### src/rtl/alu_issue_ctrl.sv
// Issue stage driving ALUCon/DataA/DataB to the ALU and capturing Result with valid/ready.
// Define ALU_ISSUE_BACK2BACK_EN to accept a new instruction on the cycle a result drains.
module alu_issue_ctrl #(
  parameter int unsigned MUL_LAT = 4,
  parameter int unsigned DIV_LAT = 8
) (
  input  logic        clk,
  input  logic        reset,
  input  logic        in_valid,
  output logic        in_ready,
  input  logic [5:0]  opcode,
  input  logic [5:0]  funct,
  input  logic [4:0]  shamt,
  input  logic [15:0] imm,
  input  logic [31:0] rs_data,
  input  logic [31:0] rt_data,
  output logic [3:0]  ALUCon,
  output logic [31:0] DataA,
  output logic [31:0] DataB,
  input  logic [31:0] alu_result,
  output logic        out_valid,
  input  logic        out_ready,
  output logic [31:0] out_result,
  output logic        out_err
);

  localparam int unsigned MaxLat = (MUL_LAT > DIV_LAT) ? MUL_LAT : DIV_LAT;
  localparam int unsigned CntW   = $clog2(MaxLat + 1);

  typedef enum logic [1:0] {StIdle, StExec, StDone} state_e;

  state_e            state_q, state_d;
  logic [CntW-1:0]   cnt_q;
  logic [3:0]        alucon_q;
  logic [31:0]       data_a_q, data_b_q, result_q;
  logic              err_q;

  logic              accept;
  logic              dec_legal, dec_div, div_zero;
  logic [3:0]        dec_con;
  logic [31:0]       dec_a, dec_b;
  logic [CntW-1:0]   dec_lat;

  assign accept   = in_valid & in_ready;
  assign div_zero = dec_div & (rt_data == 32'd0);

  // Instruction decode; dec_lat is the number of cycles the operands are held.
  always_comb begin
    dec_legal = 1'b1;
    dec_div   = 1'b0;
    dec_con   = 4'b0000;
    dec_a     = rs_data;
    dec_b     = rt_data;
    dec_lat   = CntW'(1);
    if (opcode == 6'h00) begin
      case (funct)
        6'h24:        dec_con = 4'b0000;
        6'h25:        dec_con = 4'b0001;
        6'h20, 6'h21: dec_con = 4'b0010;
        6'h18: begin
          dec_con = 4'b0011;
          dec_lat = CntW'(MUL_LAT);
        end
        6'h27:        dec_con = 4'b0100;
        6'h1A: begin
          dec_con = 4'b0101;
          dec_lat = CntW'(DIV_LAT);
          dec_div = 1'b1;
        end
        6'h22, 6'h23: dec_con = 4'b0110;
        6'h2A:        dec_con = 4'b0111;
        6'h00: begin
          dec_con = 4'b1000;
          dec_a   = rt_data;
          dec_b   = {27'b0, shamt};
        end
        default:      dec_legal = 1'b0;
      endcase
    end else begin
      case (opcode)
        6'h08, 6'h09, 6'h23, 6'h2B: begin
          dec_con = 4'b0010;
          dec_b   = {{16{imm[15]}}, imm};
        end
        6'h0A: begin
          dec_con = 4'b0111;
          dec_b   = {{16{imm[15]}}, imm};
        end
        6'h0C: begin
          dec_con = 4'b0000;
          dec_b   = {16'b0, imm};
        end
        6'h0D: begin
          dec_con = 4'b0001;
          dec_b   = {16'b0, imm};
        end
        default: dec_legal = 1'b0;
      endcase
    end
  end

  always_ff @(posedge clk) begin
    if (reset) state_q <= StIdle;
    else       state_q <= state_d;
  end

  always_comb begin
    state_d = state_q;
    unique case (state_q)
      StIdle:  state_d = StIdle;
      StExec:  if (cnt_q == CntW'(1)) state_d = StDone;
      StDone:  if (out_ready) state_d = StIdle;
      default: state_d = StIdle;
    endcase
    // Accept can only happen in Idle, or in Done while draining (back-to-back build).
    if (accept) state_d = (dec_legal && !div_zero) ? StExec : StDone;
  end

  always_comb begin
    out_valid = (state_q == StDone);
`ifdef ALU_ISSUE_BACK2BACK_EN
    in_ready  = (state_q == StIdle) || ((state_q == StDone) && out_ready);
`else
    in_ready  = (state_q == StIdle);
`endif
  end

  always_ff @(posedge clk) begin
    if (reset) begin
      cnt_q    <= '0;
      alucon_q <= 4'b0000;
      data_a_q <= 32'd0;
      data_b_q <= 32'd0;
      result_q <= 32'd0;
      err_q    <= 1'b0;
    end else if (accept) begin
      // Illegal ops leave the ALU-facing registers untouched.
      if (dec_legal) begin
        alucon_q <= dec_con;
        data_a_q <= dec_a;
        data_b_q <= dec_b;
        cnt_q    <= dec_lat;
      end
      if (!dec_legal) begin
        result_q <= 32'd0;
        err_q    <= 1'b1;
      end else if (div_zero) begin
        result_q <= 32'hFFFF_FFFF;
        err_q    <= 1'b1;
      end
    end else if (state_q == StExec) begin
      if (cnt_q == CntW'(1)) begin
        result_q <= alu_result;
        err_q    <= 1'b0;
      end else begin
        cnt_q <= cnt_q - CntW'(1);
      end
    end
  end

  assign ALUCon     = alucon_q;
  assign DataA      = data_a_q;
  assign DataB      = data_b_q;
  assign out_result = result_q;
  assign out_err    = err_q;

endmodule

### config.mk
export PLATFORM = sky130hd
export DESIGN_NAME = alu_issue_ctrl
export DESIGN_NICKNAME = d
export VERILOG_FILES = /design/src/rtl/alu_issue_ctrl.sv
export SDC_FILE = /design/constraint.sdc
export NUM_CORES = 1
export LEC_CHECK = 0
export ABC_AREA = 1
export BUFFER_PORTS_ARGS = -buffer_cell sky130_fd_sc_hd__buf_2
export CAP_MARGIN = 0
export CORE_MARGIN = 1
export CORE_UTILIZATION = 53
export DETAILED_ROUTE_END_ITERATION = 6
export PLACE_DENSITY_LB_ADDON = 0.2
export SETUP_SLACK_MARGIN = 0.3
export SLEW_MARGIN = 10
export SYNTH_ARGS = -nofsm -noshare
export SYNTH_HDL_FRONTEND = slang
export SYNTH_SLANG_ARGS = --single-unit
### constraint.sdc
create_clock -name clk -period 4.1 [get_ports clk]
set_input_delay 0.41 -clock clk [delete_from_list [all_inputs] [get_ports clk]]
set_output_delay 0.41 -clock clk [all_outputs]
set_load 0.05 [all_outputs]
---- After elaboration in Yosys (flattened, before gate mapping) ----
Index checks and enable logic that the tools add are counted.
storage, ports and cells
  input port bits ......................... 133
  memories ................................ 0
  bits in writable memories ............... 0
  word-level logic and storage cells ...... 88
  output and inout bits ................... 103
  memory bits (read-only) ................. 0
  latch bits .............................. 0
  register bits ........................... 107
cells by class
  bitwise logic cells ..................... 2
  $mul .................................... 0
  mux-type cells .......................... 34
  reduce and logical (&&, ||, !) cells .... 19
  order comparisons ....................... 0
  equal/unequal tests ..................... 25
  shift operators ......................... 0
  divide/modulo/power cells ............... 0
  add/sub/neg operators ................... 1
operators with widths
  operator               count
  $mux W32               9
  $pmux W32 S2           1
  $eq A6 B6 Y1 const B   10
  $logic_not A32 Y1      1
  $pmux W4 S8            1
  $eq A6 B4 Y1 const B   5
  $mux W4                6
  $eq A6 B5 Y1 const B   2
  $logic_not A6 Y1       2
  $reduce_or A11 Y1      1
  $mux W1                10
  $pmux W3 S3            1
  $mux W2                4
  $pmux W4 S2            1
  $reduce_or A7 Y1       1
  $reduce_and A3 Y1      2
  $reduce_or A2 Y1       3
  $reduce_or A5 Y1       1
  $eq A4 B1 Y1 const B   1
  $pmux W2 S2            1
  $reduce_and A2 Y1      2
  $reduce_bool A2 Y1     2
  $reduce_or A4 Y1       1
  $sub A4 B1 Y4 const B  1
  other kinds (11)       12

---- Depth between registers and ports, before layout ----
  depth after elaboration ................. 8
  mapped depth ............................ 15
  gate-level depth less buffers ........... 13

---- Worst setup path before layout ----
OpenSTA, ideal clock, no wires.
  path type ............................... reg-to-reg
  start point ............................. register state_q[1]
  end point ............................... register data_b_q[2] (netlist: DataB[2])
  arrival time ............................ 2,116 ps
  cell stages (with the launch flop) ...... 9
  period minus slack after synthesis ...... 2,232 ps
  setup time .............................. 116 ps
  required time ........................... 3,984 ps
  buffers on the path ..................... 2
  setup slack ............................. 1,868 ps
  cell sequence ........................... dfxtp_1 nor2_1 nand2_1 clkinv_1 nand2_2 buf_6 buf_2 nor2_1 nor2_1
on the way
  cells in the longest elaborated chain, start to end .. 3
RTL lines
  element                      line  RTL
  start: declaration           32    state_e state_q, state_d;
  start signal: assignment     103   if (reset) state_q <= StIdle;
  start signal: assignment     104   else state_q <= state_d;
  $logic_not A2 Y1             124   in_ready = (state_q == StIdle);
  named net in_ready           10    output logic in_ready,
  $and A1 B1 Y1                44    assign accept = in_valid & in_ready;
  $reduce_and A2 Y1 (no line)  n/a
  end signal: assignment       133   data_b_q <= 32'd0;
  end signal: assignment       141   data_b_q <= dec_b;
  end: declaration             35    logic [31:0] data_a_q, data_b_q, result_q;
The timed path passes the listed nets, and every way through them passes these cells.
A chain may end at the register's enable or synchronous reset.

---- Final worst setup path ----
  start point ............................. input port opcode[1]
  end point ............................... register data_a_q[4] (netlist: DataA[4])
on the way
  cells in the longest elaborated chain, start to end .. 5
  elaborated cells on any way between the ends .. 13
RTL lines
  element                                       line  RTL
  start: declaration                            11    input logic [5:0] opcode,
  $eq A6 B4 Y1 or $eq A6 B6 Y1 (tied branches)  80    case (opcode)
  $reduce_or A7 Y1 (no line)                    n/a
  $mux W1                                       80
  $mux W1                                       55    if (opcode == 6'h00) begin
  $reduce_and A2 Y1 (no line)                   n/a
  end signal: assignment                        132   data_a_q <= 32'd0;
  end signal: assignment                        140   data_a_q <= dec_a;
  end: declaration                              35
Several ways; a longest one is shown, not always the timed one.

==> flow_metrics.tcl <==
set metrics [dict create \
    status "completed" \
    drc_errors 0 \
    period_needed_ns 2.70 \
    synth_area_leaders "dfxtp_1 36%, nand2_1 18%, a21oi_1 11%" \
    holdWs_ns 0.356 \
    grt_pass1_wl_um 26800 \
    synth.distinct_cells 28 \
    synth.top_cell.area_share 0.363 \
    powerDensity_nw_per_um2 337 \
    dieArea_um2 11500 \
    ant_nets 0 \
    worst_pin_slew_ns 1.09 \
    die_h_um 107 \
    peakVddDrop_uv 231 \
    finalSetupTns_ns 0 \
    p_sw_uw 838 \
    drv_slew 0 \
    crit_type "in -> reg" \
    cts_root_buffer "clkbuf_8" \
    start_util 0.544 \
    final_area_um2 7200 \
    cap_violations 0 \
    cp_data_required_time_ns 4.39 \
    wirelength_um 17100 \
    fill_cells 1074 \
    avgRoutedWirePerCell_um 13.2 \
    synth_edf_count 0 \
    setup_viol 0 \
    grt_antenna_before_repair 2 \
    skew_ns 0.0119 \
    clkPwrFrac 0.279 \
    gp_congestion 0.874 \
    post_cts_resized 0 \
    syn_area_per_cell_um2 6.16 \
    period_share 0.660 \
    ctsLongestPathBuffers 2 \
    grt_overflow 0 \
    drtPass1Iterations 5 \
    async_reset_ff_frac 0 \
    synth_nets 1092 \
    cts_tree "yes" \
    fin_nets 1283 \
    hold_class "in -> reg" \
    synth_warnings 0 \
    worst_setup_path_end_kind "register" \
    reg2regPathDepth 7 \
    port_buffers 235 \
    hold_buffers 0 \
    clk_pin_slew_ns 0.11 \
    p_int_mw 1.59 \
    dpl.cell_count 1277 \
    place_area_um2 7000 \
    yosysSeqAreaShare 0.363 \
    area_growth_pct 22.1 \
    rsz0062_at_grt "false" \
    p_leak_nw 3.84 \
    htree_num_levels 3 \
    crit_path_max_fanout 78 \
    fp.dieW_um 107 \
    clock-sinks 107 \
    dp_hpwl_um 12100 \
    io_pins 236 \
    p_seq_frac 0.463 \
    track_usage 0.293 \
    synthCells 957 \
    first_iter_violations 543 \
    syn-cell-area_um2 5900 \
    coreArea_um2 10800 \
    crit_path_start_kind "input port" \
    arrival_ns 3.00 \
    grt_pass1_vias 5661 \
    swShare 0.345 \
    drive_gt1_frac 0.247 \
    p_comb_frac 0.259 \
    vias 6539 \
    vias_per_cell 5.06 \
    clk_latency_ns 0.37 \
    post_cts_buffers 0 \
    yosys.area.top_type "dfxtp_1" \
    rows 38 \
    fmax_mhz 370 \
    holdPathStages 5 \
    grt_max_degree 79 \
    instances_no_fill 1293 \
    cts_buffers 9 \
    slew_headroom 0.269 \
    diodes 0 \
    hold_viol_final 0 \
    ys.flop_type "dfxtp_1" \
    power_mw 2.43 \
    synth-seq-cells 107 \
]
[worst paths after layout]
path             startpoint              to  slack (ns)
max               opcode[1]        DataA[4]        1.40
min          alu_result[30]  out_result[30]        0.36
max reg2reg      state_q[0]        DataA[4]        1.87
min reg2reg       DataA[24]       DataA[24]        0.47
[layout make-up]
cell class	instances	area (um2)	share of cell area
multi-input cells	697	3090	0.429
flip-flops and latches	107	2140	0.298
repair buffers	244	1260	0.174
inverters	89	334	0.0464
well taps	140	175	0.0243
clock buffers	11	141	0.0196
clock inverters	5	60.1	0.00834
[synthesized netlist by cell type (2+ instances only)]
cell and n:
buf_1 3, clkbuf_1 32, dfxtp_1 107, a21oi_1 130
o21ai_0 66, inv_2 4, or2_2 7, nand4_1 6
buf_6 6, nand2_1 278, nand3_1 53, inv_1 84
o211ai_1 6, nor2_1 128, nand3_2 3, ha_1 2
nand2_2 6, buf_2 13, xnor2_1 2, buf_4 10
nor2_2 4
[flip-flops by register name, summed over array words and instances, names as in the netlist]
register	cells
DataA	32
state_q	2
DataB	32
out_err	1
out_result	32
cnt_q	4
ALUCon	4
[power groups by stage]
stage,sequential (mW),combinational [mW],clock [mW]
after floorplan,1.32,0.280,0
after global placement,1.15,0.619,0
after detailed placement,1.15,0.624,0
after CTS,1.12,0.627,0.684
after global routing,1.13,0.693,0.725
final,1.12,0.628,0.676
[metrics by stage]
| stage | util | setup WS (ns) |
|---|---|---|
| after CTS | 0.664 | 1.44 |
| after global routing | 0.664 | 1.09 |
| after floorplan | - | 1.87 |
| final | 0.664 | 1.40 |
| after detailed placement | 0.646 | 1.06 |
| after global placement | 0.646 | 1.14 |
[cells by family after synthesis]
logic type      count (synthesis)  share of synthesized area
flops                         107                      0.363
compound gates                205                      0.179
fa+ha+maj                       2                    0.00424
simple gates                  488                      0.336
buf+inv                       153                      0.114
xor+xnor                        2                    0.00297
[placed cells by master (no fill, tap or decap), drive strengths merged]
cell type	Yosys	routed
nand3b	1	1
nand3	56	56
buf	32	244
nand4	6	6
o211ai	6	6
xnor2	2	2
ha	2	2
o21a	1	1
a21oi	131	131
o21ai	66	66
clkinvlp	0	1
bufinv	0	1
dfxtp	107	107
o22ai	1	1
nand2	284	284
inv	88	89
clkbuf	32	11
nor4	1	1
nor2	132	132
clkinv	1	3
nor3	1	1
or2	7	7
[metal layers]
layer	GRT usage	vias to the layer above	share of wire
met5	0	-	0
met4	0.105	0	0.026
met3	0.0769	29	0.084
met2	0.484	255	0.46
met1	0.369	2848	0.43
li1	-	3407	-
[critical path: stages]
cell,delay [ns]
buf_2,0.12
nand2_1,0.09
nor2_1,0.04
nand3b_1,0.07
nand2_1,0.07
inv_2,0.07
nand2_2,0.25
inv_2,0.47
nand2_2,0.14
nand2_4,0.64
buf_4,0.36
nand2_1,0.07
a21oi_1,0.15
No activity file was read; power rests on OpenSTA's default activity.
